==> config.mk <==
export PLATFORM = sky130hd
export DESIGN_NAME = normalizer
export DESIGN_NICKNAME = d
export VERILOG_FILES = /design/src/rtl/normalizer.sv
export SDC_FILE = /design/constraint.sdc
export NUM_CORES = 1
export LEC_CHECK = 0
export CAP_MARGIN = 20
export CORE_MARGIN = 5
export CORE_UTILIZATION = 40
export CTS_CLUSTER_SIZE = 24
export DETAILED_ROUTE_END_ITERATION = 8
export GPL_TIMING_DRIVEN = 0
export PLACE_DENSITY_LB_ADDON = 0.3
export SYNTH_ARGS = -nofsm -noshare
export SYNTH_HDL_FRONTEND = slang
export SYNTH_SLANG_ARGS = --single-unit
==> constraint.sdc <==
create_clock -name clk -period 2.7 [get_ports clk]
set_clock_uncertainty 0.2 [all_clocks]
set_input_delay 0.54 -clock clk [delete_from_list [all_inputs] [get_ports clk]]
set_output_delay 0.54 -clock clk [all_outputs]
set_load 0.02 [all_outputs]
==> src/rtl/normalizer.sv <==
// Iterative normalizer: shifts a signed accumulator left one bit per cycle until the sign bit is significant.
// Optional build macro NORMALIZER_ROUND_EN adds round-half-up with positive saturation on the extracted mantissa.
module normalizer #(
    parameter int IN_WIDTH  = 32,
    parameter int OUT_WIDTH = 16,
    localparam int SW       = $clog2(OUT_WIDTH)
) (
    input  logic                        clk,
    input  logic                        reset,
    input  logic signed [IN_WIDTH-1:0]  acc,
    input  logic                        in_valid,
    output logic                        in_ready,
    output logic signed [OUT_WIDTH-1:0] mant,
    output logic        [SW-1:0]        sh,
    output logic                        out_valid,
    input  logic                        out_ready
);

    typedef enum logic [1:0] {
        IDLE  = 2'd0,
        SHIFT = 2'd1,
        DONE  = 2'd2
    } state_t;

    localparam logic [SW-1:0] C_MAX = SW'(OUT_WIDTH - 1);

    state_t                       state;
    state_t                       state_next;
    logic signed [IN_WIDTH-1:0]   w;
    logic        [SW-1:0]         c;
    logic                         can_shift;
    logic signed [OUT_WIDTH-1:0]  mant_next;

`ifdef NORMALIZER_ROUND_EN
    localparam logic signed [OUT_WIDTH-1:0] MANT_MAX = {1'b0, {(OUT_WIDTH-1){1'b1}}};

    // Only the largest positive mantissa can overflow; negative values round toward zero safely.
    function automatic logic signed [OUT_WIDTH-1:0] round_sat(
        input logic signed [OUT_WIDTH-1:0] top,
        input logic                        half
    );
        if (half && (top == MANT_MAX))
            return MANT_MAX;
        return top + {{(OUT_WIDTH-1){1'b0}}, half};
    endfunction

    assign mant_next = round_sat(w[IN_WIDTH-1 -: OUT_WIDTH], w[IN_WIDTH-OUT_WIDTH-1]);
`else
    assign mant_next = w[IN_WIDTH-1 -: OUT_WIDTH];
`endif

    assign can_shift = (w[IN_WIDTH-1] == w[IN_WIDTH-2]) && (c < C_MAX);

    always_ff @(posedge clk) begin
        if (reset)
            state <= IDLE;
        else
            state <= state_next;
    end

    always_comb begin
        state_next = state;
        in_ready   = 1'b0;
        out_valid  = 1'b0;
        case (state)
            IDLE: begin
                in_ready = 1'b1;
                if (in_valid)
                    state_next = SHIFT;
            end
            SHIFT: begin
                if (!can_shift)
                    state_next = DONE;
            end
            DONE: begin
                out_valid = 1'b1;
                if (out_ready)
                    state_next = IDLE;
            end
            default: state_next = IDLE;
        endcase
    end

    always_ff @(posedge clk) begin
        if (reset) begin
            w    <= '0;
            c    <= '0;
            mant <= '0;
            sh   <= '0;
        end else begin
            case (state)
                IDLE: begin
                    if (in_valid) begin
                        w <= acc;
                        c <= '0;
                    end
                end
                SHIFT: begin
                    if (can_shift) begin
                        w <= w << 1;
                        c <= c + 1'b1;
                    end else begin
                        mant <= mant_next;
                        sh   <= c;
                    end
                end
                default: ;
            endcase
        end
    end

endmodule

==> flow_summary_export.csv, run 1 <==
group,metric,value,unit
outcome,status,"finished, final reports clean",
clocking,cts.sinks,58,
sta,setup_viol_count_final,0,
logic_synthesis,yosys.area.top_type,"dfxtp_1",
worst_setup_path,r2r_slack,0.65,ns
floorplan,ios,58,
route,wire_per_inst,13.9,um
logic_synthesis,synth_compound_area_share,17.9,%
logic_synthesis,synth_adder_area_share,0.446,%
clocking,cts-resized-gates,0,
logic_synthesis,synth_mux_area_share,8.88,%
final_layout,ff_latch_area,0.00116,mm2
hold_path,hold_path_class,"reg -> reg",
worst_setup_path,r2r-end,"c[3]$_SDFFE_PP0P_",
place,post-dp-hpwl,4.71,mm
global_route,grt_max_degree,11,
power_and_ir_drop,power_density,622,mW/mm2
sta,finalSetupTns,0,ns
global_route,antenna_found_initial,0,
route,drc,0,
clocking,cts_buffers,9,
final_layout,antenna_cells,0,
final_layout,nets,417,
floorplan,coreArea,0.00679,mm2
power_and_ir_drop,vdd_drop_max,0.266,mV
sta,maxSlewHeadroom,61.4,%
route,via_per_inst,5.14,
logic_synthesis,syn-num-nets,349,
hold_path,hp-start,"mant[2]$_SDFFE_PP0P_",
final_layout,drive_gt1_share,7.81,%
logic_synthesis,synth_top_family_by_area,"simple AND/OR/NAND/NOR gates",
logic_synthesis,synth_top_flop_cell,"dfxtp_1",
place,globalplace.congestion,0.763,
logic_synthesis,synth_edf_count,0,
clocking,cts_tree,"yes",
worst_setup_path,crit_end,"out_valid",
worst_setup_path,start_kind,"register",
sta,fin_crit,2.35,ns
final_layout,multiInputGateArea,0.00150,mm2
sta,worst_pin_slew,0.576,ns
logic_synthesis,synthArstFlopShare,0,%
floorplan,die_w,93.7,um
floorplan,die_h,93.7,um
clocking,cts_root_buf,"clkbuf_8",
power_and_ir_drop,power,2.30,mW
clocking,clk_pin_slew,0.06,ns
sta,drv_slew,0,
logic_synthesis,synth_area_leaders,"dfxtp_1 (41%), nand2b_1 (8.9%), a211oi_1 (8.0%), o21bai_1 (8.0%), mux2i_1 (7.1%)",
worst_setup_path,crit_arrival,1.61,ns
clocking,post_cts_buffers,0,
worst_setup_path,reg2reg_depth,5,
global_route,grt_pass1_wl,11.2,mm
logic_synthesis,syn_area,0.00280,mm2
worst_setup_path,crit_path_start,"state[1]$_SDFFE_PP0P_",
clocking,cts_max_path_buffers,2,
route,drt_pass1_iterations,4,
global_route,grt_util_all_layers,15.9,%
logic_synthesis,synthTopCellsByCount,"dfxtp_1 (58), nand2b_1 (40), nor2_1 (38)",
sta,rsz0062_at_grt,"no",
logic_synthesis,seq_area_frac_synth,41.4,%
sta,hold-worst-slack,0.267,ns
logic_synthesis,synth_xor_xnor_area_share,0.625,%
job,drv_cap,0,
route,ant_nets,0,
logic_synthesis,yosys_register_bits,58,
worst_setup_path,critPathMaxFanout,7,
worst_setup_path,path_class,"reg -> out",
sta,fmax,425,MHz
route,wirelength,6.67,mm
logic_synthesis,syn_area_per_cell,8.99,um2
sta,timing.final.crit_share,87.1,%
final_layout,fill_cells,653,
final_layout,area_delta_synth_final,31.9,%
floorplan,start_util,41.3,%
floorplan,fp.dieArea,0.00878,mm2
worst_setup_path,cp.required,1.96,ns
logic_synthesis,synth_cells,312,
clocking,h-tree-depth,3,
worst_setup_path,crit_path_end_kind,"primary output",
clocking,worstSkewPairLatency,0.32,ns
worst_setup_path,reg2reg_from,"c[0]$_SDFFE_PP0P_",
clocking,cts_hold_buf,0,
logic_synthesis,synth_most_common_cell,"dfxtp_1",
logic_synthesis,ys_types,34,
route,vias,2468,
place,io_buffers,57,
global_route,grt-ovfl-total,0,
route,drt_iter0_drc,111,
logic_synthesis,synth_warnings,0,
power_and_ir_drop,leakagePower,1.27,nW
floorplan,rows,30,
logic_synthesis,yosys.area_share.simple,25.5,%
global_route,grt_pass1_vias,2438,
logic_synthesis,netlist.area_leader.share,41.4,%
sta,finalHoldViolCount,0,
-- cell families (layout without fill, tap and decap cells) --
| group | Yosys count | count (layout) |
|---|---|---|
| AOI/OAI and AO/OA | 68 | 68 |
| and+or+nand+nor | 127 | 127 |
| muxes | 24 | 24 |
| DFF | 58 | 58 |
| xor gates and xnor gates | 2 | 2 |
| buffers and inverters | 32 | 104 |
| adders and majority gates | 1 | 1 |
-- how the worst min path moves through the flow --
stage / cells past startpoint / end / slack (ns)
after floorplan: 2 / mant[0]$_SDFFE_PP0P_ / 0.27
after global placement: 2 / mant[4]$_SDFFE_PP0P_ / 0.26
after detailed placement: 2 / mant[7]$_SDFFE_PP0P_ / 0.26
after CTS: 2 / mant[2]$_SDFFE_PP0P_ / 0.27
after global routing: 2 / mant[0]$_SDFFE_PP0P_ / 0.29
final: 2 / mant[2]$_SDFFE_PP0P_ / 0.27
-- stage by stage --
stage               worst slack, ns  cell area [um2]  std cells  utilization, %
finish                        0.347             3700        480            54.4
global route                  0.142             3700        480            54.4
CTS                           0.331             3700        480            54.4
detailed placement           0.0688             3490        465            51.4
global placement             0.0957             3490        465            51.4
floorplan                     0.735             2800        312               -
-- layout make-up --
type | instances | area share [%]
multi-input cells | 222 | 40.5
flip-flops and latches | 58 | 31.4
repair buffers | 57 | 15.4
clock buffers | 13 | 4.57
plain buffers | 32 | 3.96
well taps | 96 | 3.25
clock inverters | 2 | 0.947
-- state kept, by name, summed over array words and instances (netlist names) --
name / cells
state: 2
sh: 4
mant: 16
w: 32
c: 4
-- cells in the final DEF, fill, tap and decap left out, types with 2 or more instances in the layout --
cell / n
nand2b_1: 40
clkbuf_1: 26
nor2_1: 38
nor4_1: 30
nor2b_1: 3
nand2_1: 3
buf_2: 3
mux2i_1: 20
buf_6: 2
nor3_1: 2
clkdlybuf4s50_1: 57
a211oi_1: 30
a31oi_1: 3
o21bai_1: 30
mux2_2: 3
clkbuf_8: 12
buf_4: 2
a21oi_1: 2
nand3_1: 2
dfxtp_1: 58
-- power breakdown --
group / internal (mW) / switching, mW
Combinational: 0.219 / 0.259
Sequential: 0.943 / 0.0598
Clock: 0.496 / 0.324
-- worst max-delay path, cell delays in order, from the launching register on --
cell and delay (ns):
dfxtp_1 0.44, nor2b_1 0.22, clkdlybuf4s50_1 0.63
-- routing by layer --
layer | global-route usage (%) | vias up | routed length, um
li1 | - | 1257 | -
met4 | 5.54 | 0 | 90
met2 | 25.0 | 68 | 2960
met1 | 21.6 | 1133 | 3210
met5 | 0 | - | 0
met3 | 3.29 | 10 | 412
(Power assumes the default switching activity.)
==> run 2, diff against run 1 <==
--- a/config.mk
+++ b/config.mk
@@ -8,8 +8,10 @@
 export CAP_MARGIN = 20
 export CORE_MARGIN = 5
 export CORE_UTILIZATION = 40
+export CTS_CLUSTER_DIAMETER = 30
 export CTS_CLUSTER_SIZE = 24
 export DETAILED_ROUTE_END_ITERATION = 8
+export GPL_ROUTABILITY_DRIVEN = 0
 export GPL_TIMING_DRIVEN = 0
 export PLACE_DENSITY_LB_ADDON = 0.3
 export SYNTH_ARGS = -nofsm -noshare
==> results of run 2 <==
No change in the layout: final DEF, timing and power equal those of run 1.
==> run 3, diff against run 2 <==
--- a/config.mk
+++ b/config.mk
@@ -9,7 +9,6 @@
 export CORE_MARGIN = 5
 export CORE_UTILIZATION = 40
 export CTS_CLUSTER_DIAMETER = 30
-export CTS_CLUSTER_SIZE = 24
 export DETAILED_ROUTE_END_ITERATION = 8
 export GPL_ROUTABILITY_DRIVEN = 0
 export GPL_TIMING_DRIVEN = 0
==> results of run 3 <==
No change in the layout: final DEF, timing and power equal those of run 1.
